--- src/rtl/clock_disp_pkg.sv ---
// clock_disp_pkg: shared constants and writer state for the clock renderer.
// Used by im_addr_gen and clock_im_writer.
package clock_disp_pkg;

    localparam int CHAR_W    = 13;
    localparam int CHAR_H    = 24;
    localparam int NUM_CHARS = 8;
    localparam int PIX_W     = 24;
    localparam int FRAME_PIX = CHAR_W * CHAR_H * NUM_CHARS;

    localparam logic [PIX_W-1:0] FG_PIX = 24'hffffff;
    localparam logic [PIX_W-1:0] BG_PIX = 24'h000000;

    typedef enum logic [1:0] {
        IDLE,
        RUN,
        DONE
    } wr_state_t;

endpackage

--- src/rtl/im_addr_gen.sv ---
// im_addr_gen: incremental col/row/glyph address generator for the IM writer.
// addr/last_pix describe the pixel accepted this cycle (reload-aware).
module im_addr_gen
    import clock_disp_pkg::*;
#(
    parameter int IMG_W    = 256,
    parameter int IM_AW    = 16,
    parameter int ORIGIN_X = 0,
    parameter int ORIGIN_Y = 0
) (
    input  logic             clk,
    input  logic             reset,
    input  logic             reload,
    input  logic             advance,
    output logic [IM_AW-1:0] addr,
    output logic             last_pix
);

    localparam logic [IM_AW-1:0] ROW0     = IM_AW'(ORIGIN_Y * IMG_W);
    localparam logic [IM_AW-1:0] GLY0     = IM_AW'(ORIGIN_X);
    localparam logic [IM_AW-1:0] ROW_STEP = IM_AW'(IMG_W);
    localparam logic [IM_AW-1:0] GLY_STEP = IM_AW'(CHAR_W);

    logic [3:0]       col_q, col_c;
    logic [4:0]       row_q, row_c;
    logic [2:0]       glyph_q, glyph_c;
    logic [IM_AW-1:0] row_base_q, row_base_c;
    logic [IM_AW-1:0] glyph_base_q, glyph_base_c;

    // A reload on an accepting beat makes that beat pixel 0 of the new frame.
    always_comb begin
        col_c        = col_q;
        row_c        = row_q;
        glyph_c      = glyph_q;
        row_base_c   = row_base_q;
        glyph_base_c = glyph_base_q;
        if (reload) begin
            col_c        = '0;
            row_c        = '0;
            glyph_c      = '0;
            row_base_c   = ROW0;
            glyph_base_c = GLY0;
        end
    end

    assign addr     = row_base_c + glyph_base_c + IM_AW'(col_c);
    assign last_pix = (glyph_c == 3'(NUM_CHARS - 1)) &&
                      (row_c == 5'(CHAR_H - 1)) &&
                      (col_c == 4'(CHAR_W - 1));

    always_ff @(posedge clk) begin
        if (reset) begin
            col_q        <= '0;
            row_q        <= '0;
            glyph_q      <= '0;
            row_base_q   <= ROW0;
            glyph_base_q <= GLY0;
        end else if (advance || reload) begin
            col_q        <= col_c;
            row_q        <= row_c;
            glyph_q      <= glyph_c;
            row_base_q   <= row_base_c;
            glyph_base_q <= glyph_base_c;
            if (advance) begin
                if (col_c == 4'(CHAR_W - 1)) begin
                    col_q <= '0;
                    if (row_c == 5'(CHAR_H - 1)) begin
                        row_q        <= '0;
                        glyph_q      <= glyph_c + 3'd1;
                        row_base_q   <= ROW0;
                        glyph_base_q <= glyph_base_c + GLY_STEP;
                    end else begin
                        row_q      <= row_c + 5'd1;
                        row_base_q <= row_base_c + ROW_STEP;
                    end
                end else begin
                    col_q <= col_c + 4'd1;
                end
            end
        end
    end

endmodule

--- src/rtl/clock_im_writer.sv ---
// clock_im_writer: writes the renderer's 8-glyph pixel stream into image memory.
// Option CLK_WR_TRANSPARENT_EN: background pixels advance but are not written.
module clock_im_writer
    import clock_disp_pkg::*;
#(
    parameter int IMG_W    = 256,
    parameter int IM_AW    = 16,
    parameter int ORIGIN_X = 0,
    parameter int ORIGIN_Y = 0
) (
    input  logic             clk,
    input  logic             reset,
    input  logic             frame_start,
    input  logic             pix_valid,
    input  logic [PIX_W-1:0] pix_data,
    output logic [IM_AW-1:0] IM_A,
    output logic [PIX_W-1:0] IM_D,
    output logic             IM_WEN,
    output logic             busy,
    output logic             frame_done,
    output logic             err
);

    wr_state_t        state_q, state_d;
    logic [IM_AW-1:0] addr;
    logic             last_pix;
    logic             accept;
    logic             restart;
    logic             pix_err;
    logic             wr_en;

    assign accept  = pix_valid && (state_q == RUN);
    assign restart = frame_start && (state_q == RUN);
    assign pix_err = pix_valid && (state_q != RUN);

`ifdef CLK_WR_TRANSPARENT_EN
    assign wr_en = accept && (pix_data != BG_PIX);
`else
    assign wr_en = accept;
`endif

    im_addr_gen #(
        .IMG_W   (IMG_W),
        .IM_AW   (IM_AW),
        .ORIGIN_X(ORIGIN_X),
        .ORIGIN_Y(ORIGIN_Y)
    ) u_addr_gen (
        .clk     (clk),
        .reset   (reset),
        .reload  (frame_start),
        .advance (accept),
        .addr    (addr),
        .last_pix(last_pix)
    );

    always_comb begin
        state_d = state_q;
        unique case (state_q)
            IDLE:    if (frame_start) state_d = RUN;
            RUN:     if (accept && last_pix) state_d = DONE;
            DONE:    state_d = frame_start ? RUN : IDLE;
            default: state_d = IDLE;
        endcase
    end

    always_ff @(posedge clk) begin
        if (reset) begin
            state_q <= IDLE;
            IM_A    <= '0;
            IM_D    <= '0;
            IM_WEN  <= 1'b0;
            err     <= 1'b0;
        end else begin
            state_q <= state_d;
            IM_WEN  <= wr_en;
            if (accept) begin
                IM_A <= addr;
                IM_D <= pix_data;
            end
            // A stray pixel outranks the clear from an idle frame_start.
            if (pix_err || restart) begin
                err <= 1'b1;
            end else if (frame_start) begin
                err <= 1'b0;
            end
        end
    end

    assign busy       = (state_q == RUN);
    assign frame_done = (state_q == DONE);

endmodule

--- config.mk ---
export PLATFORM = sky130hd
export DESIGN_NAME = clock_im_writer
export DESIGN_NICKNAME = d
export VERILOG_FILES = /design/src/rtl/clock_disp_pkg.sv /design/src/rtl/im_addr_gen.sv /design/src/rtl/clock_im_writer.sv
export SDC_FILE = /design/constraint.sdc
export NUM_CORES = 1
export LEC_CHECK = 0
export BUFFER_PORTS_ARGS = -buffer_cell sky130_fd_sc_hd__buf_4
export CAP_MARGIN = 20
export CELL_PAD_IN_SITES_DETAIL_PLACEMENT = 1
export CELL_PAD_IN_SITES_GLOBAL_PLACEMENT = 2
export CORE_MARGIN = 3
export CORE_UTILIZATION = 30
export DETAILED_ROUTE_END_ITERATION = 12
export GPL_TIMING_DRIVEN = 1
export PLACE_DENSITY_LB_ADDON = 0.1
export SKIP_CTS_REPAIR_TIMING = 1
export SYNTH_ARGS = -nofsm -noshare
export SYNTH_HDL_FRONTEND = slang
export SYNTH_SLANG_ARGS = --single-unit
--- constraint.sdc ---
create_clock -name clk -period 2.85 [get_ports clk]
set_input_delay 0 -clock clk [delete_from_list [all_inputs] [get_ports clk]]
set_output_delay 0 -clock clk [all_outputs]
set_load 0.005 [all_outputs]
### Yosys cells after proc, flatten, opt, wreduce, memory -nomap -nowiden

Cells that the tools add are included.
W data, S select, Z words.

* register bits after elaboration: 88
* bits in latches: 0
* bits in writable memories: 0
* memory bits (read-only): 0
* input bits: 28
* output and inout bits: 44
* logic and storage cells: 61
* memories: 0

* add/sub/neg operators: 7
* multiply operators: 0
* divide/modulo/power cells: 0
* $lt $le $gt $ge: 0
* eq/ne operators: 8
* shift-type cells: 0
* mux-type cells: 25
* bitwise gates (word level): 0
* reduce and logical (&&, ||, !) cells: 11

Operators with widths (count)
* $mux W16: 8
* $mux W5: 4
* $add A16 B16 Y16: 1
* $add A16 B4 Y16: 1
* $add A16 B4 Y16 const B: 1
* $add A16 B9 Y16 const B: 1
* $mux W3: 4
* $mux W4: 3
* $logic_and A1 B1 Y1: 6
* $pmux W2 S3: 1
* $add A5 B1 Y5 const B: 1
* $eq A5 B5 Y1 const B: 1
* $add A4 B1 Y4 const B: 1
* $eq A4 B4 Y1 const B: 1
* $mux W2: 2
* $ne A2 B1 Y1 const B: 2
* $add A3 B1 Y3 const B: 1
* $eq A3 B3 Y1 const B: 1
* $mux W1: 3
* $eq A2 B1 Y1 const B: 1
* $eq A2 B2 Y1 const B: 1
* $logic_not A2 Y1: 1
* $logic_or A1 B1 Y1: 2
* $ne A2 B2 Y1 const B: 1
* other kinds (2): 2

### Logic depth before layout (Yosys ltp)

* depth in word-level cells: 7
* mapped depth: 14
* depth with buffers taken out: 12

### Hierarchy

From an unflattened synthesis, not the netlist that was laid out.

* cell total of the unflattened synthesis: 580
* area, all modules: 4784.6 sq um

Modules (own cells, without submodules)
* im_addr_gen: times used 1, cells an instance 389, area each 3239.4 sq um, sequential area each 880.8 sq um
* clock_im_writer: times used 1, cells an instance 191, area each 1545.2 sq um, sequential area each 880.8 sq um

### Least setup slack after synthesis

OpenSTA, ideal clock, no wires.

* path type: input -> register
* start point: input frame_start
* end point: register IM_A[15]
* library setup time: 136 ps
* arrival time: 3014 ps
* data required time: 2714 ps
* path slack: -299 ps
* cell stages on the path: 14
* path buffers: 2
* path through: clkbuf_1 > clkbuf_1 > nor2b_1 > inv_1 > fa_1 > inv_1 > ha_1 > fa_1 > a211oi_2 > o21bai_1 > a221o_1 > a221oi_2 > xnor2_1 > a211oi_2

* longest elaborated chain between the ends: 3
* elaborated cells on any way between the ends: 5
* classes of those cells: add/sub: 2; mux: 3

Ends and longest elaborated chain
* from (decl): RTL line clock_im_writer.sv:13 `input logic frame_start,`
* $mux W16: RTL line im_addr_gen.sv:37 `if (reload) begin`
* $add A16 B16 Y16: RTL line im_addr_gen.sv:46 `assign addr = row_base_c + glyph_base_c + IM_AW'(col_c);`
* $add A16 B4 Y16 *: RTL line im_addr_gen.sv:46
* to (signal assigned): RTL line clock_im_writer.sv:77 `IM_A <= addr;`
* to (decl): RTL line clock_im_writer.sv:16 `output logic [IM_AW-1:0] IM_A,`

Every way passes the cells marked *; elsewhere a longest branch is shown, timed or not.
A chain may end at the register's enable or synchronous reset.

### Worst setup path after layout

* start point: register u_addr_gen.glyph_base_q[1]
* end point: register IM_A[15]

* longest elaborated chain between the ends: 3

Ends and longest elaborated chain
* from (decl): RTL line im_addr_gen.sv:28 `logic [IM_AW-1:0] glyph_base_q, glyph_base_c;`
* from (signal assigned): RTL line im_addr_gen.sv:63 `glyph_base_q <= glyph_base_c;`
* from (signal assigned): RTL line im_addr_gen.sv:71 `glyph_base_q <= glyph_base_c + GLY_STEP;`
* $mux W16: RTL line im_addr_gen.sv:37
* $add A16 B16 Y16: RTL line im_addr_gen.sv:46
* $add A16 B4 Y16: RTL line im_addr_gen.sv:46

Every way passes these cells.

==> metrics.txt <==
top-count cell post-synth=nand2_1; Tightest Pin Transition=0.4866 ns; sw frac=0.2336; WHS=-0.03494 ns; CP max stage cell=fa_1; clock sinks=88; Ports=72; vias in the first global route=4,211; final core utilization=0.4173; Worst path max stage delay=0.49 ns; Detailed Route WL=12,930 µm; clk_skew=0.007048 ns; Critical Path End Type=flop; worst hold path class=input pin to flop; DR vias=4,199; worst setup margin=-0.1423 ns; WP buf/inv=2; Antenna Cells=0; commonest cells in the netlist=nand2_1, dfxtp_1, a21oi_1; Max Fanout on Critical Path=2; Setup-failing EPs final=2; maximum buffer depth of the clock tree=2; synthesized instance count=551; routed len/inst=15.03 µm; pre-CTS WS=-0.1228 ns; library cells used by synthesis=51; status=finished, violations left; gr usage total=0.1567; Flop pwr share=0.496; full die area=16,740 µm²; synthesized cell area=4567 µm²; EDFF count, synth=0; critical path, cell by cell=nor2b_4 > inv_2 > fa_1 > inv_1 > ha_2 > fa_2 > a211oi_4 > o21bai_2 > a221o_1 > a221oi_2 > xnor2_1 > a211oi_2; post-synth top area cell=dfxtp_1; Final GP Congestion=0.7452; Clk pin slew, worst setup/hold paths=0.06 ns; metal1 wirelength=6165 µm; CTS tree=yes; total power=2540 µW; Die Height=129.4 µm; sequential element share of the synthesized area=0.3858; DR vias/cell=4.883; Slew headroom=0.6756; synth-to-layout area growth=34.30%; Final HPWL DP=9502 µm; clock share of power=0.429; H-tree depth=3; initial DRC count=139; post-synthesis async set-or-reset flop share=0; CORE AREA=14,700 µm²; IO buf count=71; Post-DRT Antenna Nets=0; drt first pass iters=4; P_int=1947 µW; fin crit share=1.050; synth top area cells=dfxtp_1, ha_1, nand2_1; ratio of cells with drive above 1 in the final layout=0.2234; Tmin final=2.992 ns; max-slew violations=0; Die X=129.4 µm; Filler cells=1,729; CTS root buf=clkbuf_16; Highest Signal Layer=met4; endpoints failing hold=1; Congestion Overflow GR=0; Critical Path Start Type=flop; Max IR drop VDD=0.2926 mV; total of warnings raised by yosys=0; final instance area=6133 µm²; Worst EP required=3.06 ns; ys flop type=dfxtp_1; met2 WL post-DR=6171 µm; synthesis-stage register bit count=88; net switching power=593.4 µW; dpl cell area=5560 µm²; global-route wire length before repair=20,960 µm; CP arrival=3.20 ns; met3 wire len=346 µm; # DRC=0; maxcap violations=0; pin count of the biggest net entering global routing=42; top cell type's share of synthesized area=0.3858; clk_lat worst skew=0.35 ns; crit path kind=flop to flop; row count=44; pwr/cell area=414.2 nW/µm²; initial antenna violation count=0; RSZ-0062 raised after global routing=yes; initial core utilization=0.3107; failing checks=hold timing, setup timing; CTS buffer count=9; LEAKAGE=0.002624 µW; Final #Nets=738; Logic pwr share=0.075; Fmax=0.3342 GHz; syn nets=616; critical path's top delay family=compound AO/OA/AOI/OAI gates; Avg Cell Area, Syn=8.288 µm²
metal layers:
layer	GRT usage	up-vias
met3	0.03380	17
met5	0	-
met4	0.05868	0
met2	0.2534	60
met1	0.2056	1991
li1	-	2131
worst reg2reg max path, stage by stage, from the launching register on:
cell and delay (ns):
dfxtp_2 0.32, nor2b_4 0.14, inv_2 0.04, fa_1 0.49, inv_1 0.04, ha_2 0.19
fa_2 0.37, a211oi_4 0.28, o21bai_2 0.10, a221o_1 0.37, a221oi_2 0.25, xnor2_1 0.16
a211oi_2 0.09
sequential cells by signal (all words and copies together), names as in the netlist:
name and cells:
IM_D 24, u_addr_gen.glyph_q 3, state_q 2, u_addr_gen.row_q 5, err 1, u_addr_gen.glyph_base_q 16
IM_A 16, u_addr_gen.col_q 4, u_addr_gen.row_base_q 16, IM_WEN 1
placed cells by master, fill, tap and decap left out, drive strengths merged, types with 2 or more instances in the layout:
cell         count
a211oi           4
a21boi           3
a21o             6
a21oi           60
a221oi           2
a22oi            2
a31oi            3
and2             3
and3             3
and4b            2
buf            115
clkbuf          11
clkinvlp         2
dfxtp           88
dlygate4sd3     24
fa               3
ha              34
inv             10
mux2i            4
nand2           96
nand2b           7
nand3            6
nand4            9
nand4b           3
nor2            40
nor2b           40
nor3            13
nor3b            9
nor4             3
o21ai           20
o22ai            2
or3              5
xnor2           17
xor2            12
metrics by stage:
| step | std cells | TNS [ns] |
|---|---|---|
| global placement | 819 | -0.09334 |
| floorplan | 551 | 0 |
| CTS | 833 | -0.2353 |
| detailed placement | 819 | -0.1903 |
| global route | 860 | -0.6511 |
| finish | 860 | -0.2345 |
final cells by class:
| cell class | count | area (µm²) | area share |
|---|---|---|---|
| sequential | 88 | 1763 | 0.2874 |
| clock inverter | 3 | 20.02 | 0.003264 |
| multi-input combinational | 425 | 2724 | 0.4441 |
| clock buffer | 11 | 242.7 | 0.03958 |
| tap | 184 | 230.2 | 0.03754 |
| inverter | 10 | 37.54 | 0.006120 |
| timing repair buffer | 139 | 1116 | 0.1820 |
power groups by stage:
| stage | sequential, µW | combinational, µW | clock (µW) |
|---|---|---|---|
| 3_3_place_gp | 1290 | 165 | 0 |
| 3_5_place_dp | 1290 | 168 | 0 |
| 6_report | 1260 | 190 | 1090 |
| 5_1_grt | 1260 | 213 | 1180 |
| 2_1_floorplan | 1290 | 78.5 | 0 |
| 4_1_cts | 1260 | 168 | 1140 |
logic make-up (layout without fill, tap and decap cells):
| group | count (synthesis) | in the layout | synth area share |
|---|---|---|---|
| AO/OA/AOI/OAI | 110 | 110 | 0.1430 |
| XOR/XNOR | 29 | 29 | 0.05562 |
| adder cells (fa/ha/maj) | 37 | 37 | 0.1063 |
| buffers and inverters | 38 | 163 | 0.03260 |
| flip-flops | 88 | 88 | 0.3858 |
| multiplexers | 5 | 5 | 0.01123 |
| AND/OR/NAND/NOR | 244 | 244 | 0.2655 |
path summary, 6_finish.rpt:
| path | startpoint | slack (ns) | end | cells past startpoint |
|---|---|---|---|---|
| min | pix_valid | -0.03 | err$_SDFFE_PP0P_ | 3 |
| max reg2reg | u_addr_gen.glyph_base_q[1]$_SDFFE_PP0P_ | -0.14 | IM_A[15]$_SDFFE_PP0P_ | 12 |
| max | u_addr_gen.glyph_base_q[1]$_SDFFE_PP0P_ | -0.14 | IM_A[15]$_SDFFE_PP0P_ | 12 |
| min reg2reg | IM_A[9]$_SDFFE_PP0P_ | 0.45 | IM_A[9]$_SDFFE_PP0P_ | 2 |
(Power assumes the default switching activity.)
